$ cat config.mk
export PLATFORM = sky130hd
export DESIGN_NAME = cmd_parser_flat
export DESIGN_NICKNAME = d
export VERILOG_FILES = /design/src/rtl/cmd_parser_if.sv /design/src/rtl/cmd_parser.sv /design/src/flat_wrapper.sv
export SDC_FILE = /design/constraint.sdc
export NUM_CORES = 1
export LEC_CHECK = 0
export BUFFER_PORTS_ARGS = -buffer_cell sky130_fd_sc_hd__buf_2
export CORE_UTILIZATION = 50
export CTS_BUF_LIST = sky130_fd_sc_hd__clkbuf_4 sky130_fd_sc_hd__clkbuf_8
export DETAILED_ROUTE_END_ITERATION = 7
export PLACE_DENSITY = 0.76
export SYNTH_ARGS = -nofsm -noshare
export SYNTH_HDL_FRONTEND = slang
export SYNTH_SLANG_ARGS = --single-unit
$ cat constraint.sdc
create_clock -name clk -period 2.1 [get_ports clk]
set_input_delay 0.21 -clock clk [delete_from_list [all_inputs] [get_ports clk]]
set_output_delay 0.21 -clock clk [all_outputs]
set_load 0.1 [all_outputs]
$ cat src/rtl/cmd_parser_if.sv
// Byte-stream side (USART rx/tx) and decoded-command side of the command parser.
// The master modport is the environment; the slave modport is the parser itself.
interface cmd_parser_if;
    logic [7:0]  rx_data;
    logic        rx_ready;
    logic        rx_error;
    logic [7:0]  tx_data;
    logic        tx_write;
    logic        tx_fetch;
    logic        cmd_valid;
    logic [7:0]  cmd_code;
    logic [15:0] cmd_arg;
    logic [7:0]  err_cnt;

    modport master (
        output rx_data, rx_ready, rx_error, tx_fetch,
        input  tx_data, tx_write, cmd_valid, cmd_code, cmd_arg, err_cnt
    );

    modport slave (
        input  rx_data, rx_ready, rx_error, tx_fetch,
        output tx_data, tx_write, cmd_valid, cmd_code, cmd_arg, err_cnt
    );
endinterface

$ cat src/rtl/cmd_parser.sv
// Parses SYNC,CMD,ARG_H,ARG_L,CSUM frames from a USART byte stream, publishes good
// commands and answers every complete frame with ACK or NAK.
module cmd_parser #(
    parameter logic [7:0]  SYNC    = 8'hA5,
    parameter logic [15:0] TIMEOUT = 16'd50000,
    parameter logic [7:0]  ACK     = 8'h06,
    parameter logic [7:0]  NAK     = 8'h15
) (
    input logic         clk,
    input logic         nreset,
    cmd_parser_if.slave bus
);

    typedef enum logic [2:0] {
        IDLE, GET_CMD, GET_ARGH, GET_ARGL, GET_CSUM, RESP
    } state_t;

    state_t      state;
    logic [7:0]  cmd_byte;
    logic [7:0]  argh_byte;
    logic [7:0]  argl_byte;
    logic [15:0] tmo_cnt;
    logic [7:0]  tx_data_r;
    logic        tx_write_r;
    logic        cmd_valid_r;
    logic [7:0]  cmd_code_r;
    logic [15:0] cmd_arg_r;
    logic [7:0]  err_cnt_r;
    logic [7:0]  err_next;

    assign err_next = (err_cnt_r == 8'hFF) ? 8'hFF : err_cnt_r + 8'd1;

    assign bus.tx_data   = tx_data_r;
    assign bus.tx_write  = tx_write_r;
    assign bus.cmd_valid = cmd_valid_r;
    assign bus.cmd_code  = cmd_code_r;
    assign bus.cmd_arg   = cmd_arg_r;
    assign bus.err_cnt   = err_cnt_r;

    always_ff @(posedge clk or negedge nreset) begin
        if (!nreset) begin
            state       <= IDLE;
            cmd_byte    <= 8'h00;
            argh_byte   <= 8'h00;
            argl_byte   <= 8'h00;
            tmo_cnt     <= 16'h0000;
            tx_data_r   <= 8'h00;
            tx_write_r  <= 1'b0;
            cmd_valid_r <= 1'b0;
            cmd_code_r  <= 8'h00;
            cmd_arg_r   <= 16'h0000;
            err_cnt_r   <= 8'h00;
        end else begin
            cmd_valid_r <= 1'b0;
            case (state)
                IDLE: begin
                    tmo_cnt <= 16'h0000;
                    // A byte flagged with a framing error is never a valid SYNC.
                    if (bus.rx_ready && !bus.rx_error && bus.rx_data == SYNC)
                        state <= GET_CMD;
                end
                GET_CMD, GET_ARGH, GET_ARGL, GET_CSUM: begin
                    if (bus.rx_error) begin
                        state     <= IDLE;
                        tmo_cnt   <= 16'h0000;
                        err_cnt_r <= err_next;
                    end else if (bus.rx_ready) begin
                        tmo_cnt <= 16'h0000;
                        case (state)
                            GET_CMD: begin
                                cmd_byte <= bus.rx_data;
                                state    <= GET_ARGH;
                            end
                            GET_ARGH: begin
                                argh_byte <= bus.rx_data;
                                state     <= GET_ARGL;
                            end
                            GET_ARGL: begin
                                argl_byte <= bus.rx_data;
                                state     <= GET_CSUM;
                            end
                            GET_CSUM: begin
                                tx_write_r <= 1'b1;
                                state      <= RESP;
                                if (bus.rx_data == (cmd_byte ^ argh_byte ^ argl_byte)) begin
                                    cmd_code_r  <= cmd_byte;
                                    cmd_arg_r   <= {argh_byte, argl_byte};
                                    cmd_valid_r <= 1'b1;
                                    tx_data_r   <= ACK;
                                end else begin
                                    tx_data_r <= NAK;
                                    err_cnt_r <= err_next;
                                end
                            end
                            default: ;
                        endcase
                    end else if (tmo_cnt == TIMEOUT - 16'd1) begin
                        state     <= IDLE;
                        tmo_cnt   <= 16'h0000;
                        err_cnt_r <= err_next;
                    end else begin
                        tmo_cnt <= tmo_cnt + 16'd1;
                    end
                end
                RESP: begin
                    // Incoming bytes and rx_error are deliberately dropped while answering.
                    tmo_cnt <= 16'h0000;
                    if (bus.tx_fetch) begin
                        tx_write_r <= 1'b0;
                        state      <= IDLE;
                    end
                end
                default: state <= IDLE;
            endcase
        end
    end

endmodule
$ cat src/flat_wrapper.sv
// flat-port wrapper written by rule: the top's interface ports become plain ports
module cmd_parser_flat 
#(
    parameter logic [7:0]  SYNC    = 8'hA5,
    parameter logic [15:0] TIMEOUT = 16'd50000,
    parameter logic [7:0]  ACK     = 8'h06,
    parameter logic [7:0]  NAK     = 8'h15
)
  (clk, nreset, bus_rx_data, bus_rx_ready, bus_rx_error, bus_tx_fetch, bus_tx_data, bus_tx_write, bus_cmd_valid, bus_cmd_code, bus_cmd_arg, bus_err_cnt);
  cmd_parser_if bus_i ();
  input logic clk;
  input logic nreset;
  input wire logic [$bits(bus_i.rx_data)-1:0] bus_rx_data;
  input wire logic [$bits(bus_i.rx_ready)-1:0] bus_rx_ready;
  input wire logic [$bits(bus_i.rx_error)-1:0] bus_rx_error;
  input wire logic [$bits(bus_i.tx_fetch)-1:0] bus_tx_fetch;
  output wire logic [$bits(bus_i.tx_data)-1:0] bus_tx_data;
  output wire logic [$bits(bus_i.tx_write)-1:0] bus_tx_write;
  output wire logic [$bits(bus_i.cmd_valid)-1:0] bus_cmd_valid;
  output wire logic [$bits(bus_i.cmd_code)-1:0] bus_cmd_code;
  output wire logic [$bits(bus_i.cmd_arg)-1:0] bus_cmd_arg;
  output wire logic [$bits(bus_i.err_cnt)-1:0] bus_err_cnt;
  assign bus_i.rx_data = bus_rx_data;
  assign bus_i.rx_ready = bus_rx_ready;
  assign bus_i.rx_error = bus_rx_error;
  assign bus_i.tx_fetch = bus_tx_fetch;
  assign bus_tx_data = bus_i.tx_data;
  assign bus_tx_write = bus_i.tx_write;
  assign bus_cmd_valid = bus_i.cmd_valid;
  assign bus_cmd_code = bus_i.cmd_code;
  assign bus_cmd_arg = bus_i.cmd_arg;
  assign bus_err_cnt = bus_i.err_cnt;
  cmd_parser #(.SYNC(SYNC), .TIMEOUT(TIMEOUT), .ACK(ACK), .NAK(NAK)) u_core (.clk(clk), .nreset(nreset), .bus(bus_i));
endmodule
==> flow_summary.toml <==
[placement]
place_area_um2 = 4330
dp_hpwl_mm = 5.15
dp_slack_ns = -0.0817
globalplace.congestion = 0.811
port_buffers = 50

[clocking]
clock_sinks = 80
clk_pin_slew_worst_paths_ns = 0.08
cts_tree = "yes"
clock_latency_ns = 0.35
ctsRootBufferMaster = "clkbuf_8"
cts_buffer_depth = 2
numCtsBuffers = 9
h-tree-depth = 3

[final_layout]
syn_to_final_growth_pct = 26.3
fillers = 554
most-common-layout-cells = "dfrtp_1 (78), buf_2 (49), buf_4 (29)"
drive_above_1_share = 0.437
stdcell_area_um2 = 4800
nNetsFinal = 424
diodes = 0
final_core_util = 0.658
final_common_cell = "dfrtp_1"

[floorplan]
fp.dieH_um = 89.1
core_area_um2 = 7290
num_rows = 31
initial_core_util = 0.521
floorplan.die_area_um2 = 7950
die_w_um = 89.1
ios = 55

[synth]
synth-edff-count = 0
synth_area_leaders = "dfrtp_1 (53%), mux2_2 (15%), xnor2_1 (4.8%)"
ys_seq_area_frac = 0.527
synthesis.area_um2 = 3800
ys_ff_latch = 80
yosysTopAreaCellShare = 0.527
synth_top_cell_by_area = "dfrtp_1"
synthArstFlopShare = 1.00
synth.distinct_cells = 50
yosys_warnings = 0
synth_ff_type = "dfrtp_1"
synthCells = 322
syn_area_per_cell_um2 = 11.8

[sta]
tns_ns = -1.56
period_share = 1.04
slew_violations = 0
hold_violations = 0
setup_viol = 35
holdWs_ns = 0.156
max_freq_mhz = 458
rsz0062_at_grt = "yes"
timing.final.ws_setup_ns = -0.0828
min_period_ns = 2.18
fin_skew_ns = 0.00725

[worst_setup_path]
crit_arrival_ns = 2.41
critPathMaxFanout = 4
path_class = "reg2reg"
r2r_setup_slack_ns = -0.08
startpoint_type = "flop"
cp-end-kind = "flop"
cp.required_ns = 2.33

[global_routing]
grt_use_total = 0.207
grt_max_degree = 60
overflow = 0
antenna_found_initial = 0
grt_pass1_wl_mm = 12.3
grt_pass1_vias = 2601

[power]
power.switching_mw = 0.847
ir_drop_mv = 0.438
power.density_nw_per_um2 = 622
p_int_mw = 2.14
pwr-share-clk = 0.335
power.leakage_nw = 2.37
swShare = 0.284
comb_power_share = 0.130
p_seq_frac = 0.535

[route]
viasPerCell = 5.33
drc_errors = 0
ant_nets = 0
routedWlPerCell_um = 15.8
drt-pass1-iter-count = 4
vias = 2725
totalWireLength_mm = 8.06
initialDrtViolationCount = 155

[worst_hold_path]
hp-class = "in2reg"

[status]
violations = "setup timing"
status = "finished with violations"

[flow_run]
max_cap_viol_count = 0
-- final timing paths --
kind,cells past startpoint,from,endpoint
worst max register to register,5,u_core.tmo_cnt[5]$_DFFE_PN0P_,u_core.bus.err_cnt[5]$_DFFE_PN0P_
worst min-delay path,4,bus_tx_fetch,u_core.bus.tx_write$_DFFE_PN0P_
worst min register to register,1,u_core.bus.tx_data[2]$_DFFE_PN0P_,u_core.bus.tx_data[2]$_DFFE_PN0P_
worst max-delay path,5,u_core.tmo_cnt[5]$_DFFE_PN0P_,u_core.bus.err_cnt[5]$_DFFE_PN0P_
max in group asynchronous,3,nreset,u_core.bus.err_cnt[1]$_DFFE_PN0P_
min in group asynchronous,2,nreset,u_core.bus.cmd_arg[4]$_DFFE_PN0P_
-- registers in the layout (all words and copies together), names as in the netlist --
register,cells
u_core.bus.cmd_arg,16
u_core.argh_byte,8
u_core.bus.cmd_code,8
u_core.argl_byte,8
u_core.tmo_cnt,16
u_core.state,3
u_core.bus.tx_data,3
u_core.bus.tx_write,1
u_core.cmd_byte,8
u_core.bus.cmd_valid,1
u_core.bus.err_cnt,8
-- power groups by stage --
| stage | Combinational [mW] | Sequential [mW] | Clock, mW |
|---|---|---|---|
| after floorplan | 0.149 | 1.75 | 0 |
| after global placement | 0.369 | 1.62 | 0 |
| after detailed placement | 0.374 | 1.63 | 0 |
| after CTS | 0.379 | 1.60 | 1.01 |
| after global routing | 0.413 | 1.60 | 1.08 |
| final | 0.387 | 1.60 | 1.00 |
-- Yosys cell counts (3+ instances only) --
| library cell | n |
|---|---|
| dfrtp_1 | 80 |
| mux2_2 | 51 |
| nor2_1 | 28 |
| nand2_1 | 23 |
| xnor2_1 | 21 |
| xor2_1 | 15 |
| o21ai_0 | 10 |
| a21oi_1 | 8 |
| nand4_1 | 7 |
| buf_4 | 6 |
| clkbuf_1 | 5 |
| nand3_1 | 5 |
| inv_1 | 4 |
| nand2b_1 | 4 |
| nor4_1 | 4 |
| and3_1 | 3 |
| nor3_1 | 3 |
-- critical path: stages (launching register included) --
cell and delay (ns):
dfrtp_1 0.38, or4b_4 0.56, o41a_1 0.54, nor3b_2 0.20
a21oi_1 0.07, mux2_1 0.32
-- stage by stage --
stage	cells	total power [mW]
after global routing	511	3.09
after detailed placement	484	2.00
final	511	2.98
after floorplan	325	1.90
after global placement	484	1.99
after CTS	502	2.98
-- cell type report --
| type | instances | area [um2] | area share |
|---|---|---|---|
| Tap cell | 99 | 124 | 0.0258 |
| Clock inverter | 3 | 20.0 | 0.00417 |
| Inverter | 4 | 15.0 | 0.00313 |
| Clock buffer | 11 | 145 | 0.0303 |
| Multi-Input combinational cell | 227 | 1890 | 0.395 |
| Timing Repair Buffer | 87 | 594 | 0.124 |
| Sequential cell | 80 | 2000 | 0.418 |
-- routing by layer --
metal	part of all wire	vias to the layer above	track usage
met5	0	-	0
met4	0.016	0	0.0866
met1	0.47	1350	0.277
met3	0.034	11	0.0582
li1	-	1299	-
met2	0.48	65	0.319
-- kinds of logic (layout without fill, tap and decap cells) --
group | after synthesis | count (layout) | share of synthesized area
compound gates | 36 | 36 | 0.0646
xor+xnor | 36 | 36 | 0.0831
fa+ha+maj | 2 | 2 | 0.00659
buf+inv | 18 | 105 | 0.0280
flops | 80 | 80 | 0.527
mux | 54 | 54 | 0.160
other cells | 1 | 4 | 0.000988
simple gates | 95 | 95 | 0.130
-- timing repair --
| action | CTS | global route |
|---|---|---|
| pin swaps | 3 | 14 |
| gates cloned | 1 | 2 |
| setup endpoints to repair | 17 | 49 |
| hold buffers | 1 | 0 |
| hold endpoints to repair | 21 | 0 |
| setup buffers | 2 | 7 |
| gates resized for setup | 4 | 49 |
(Power assumes the default switching activity.)
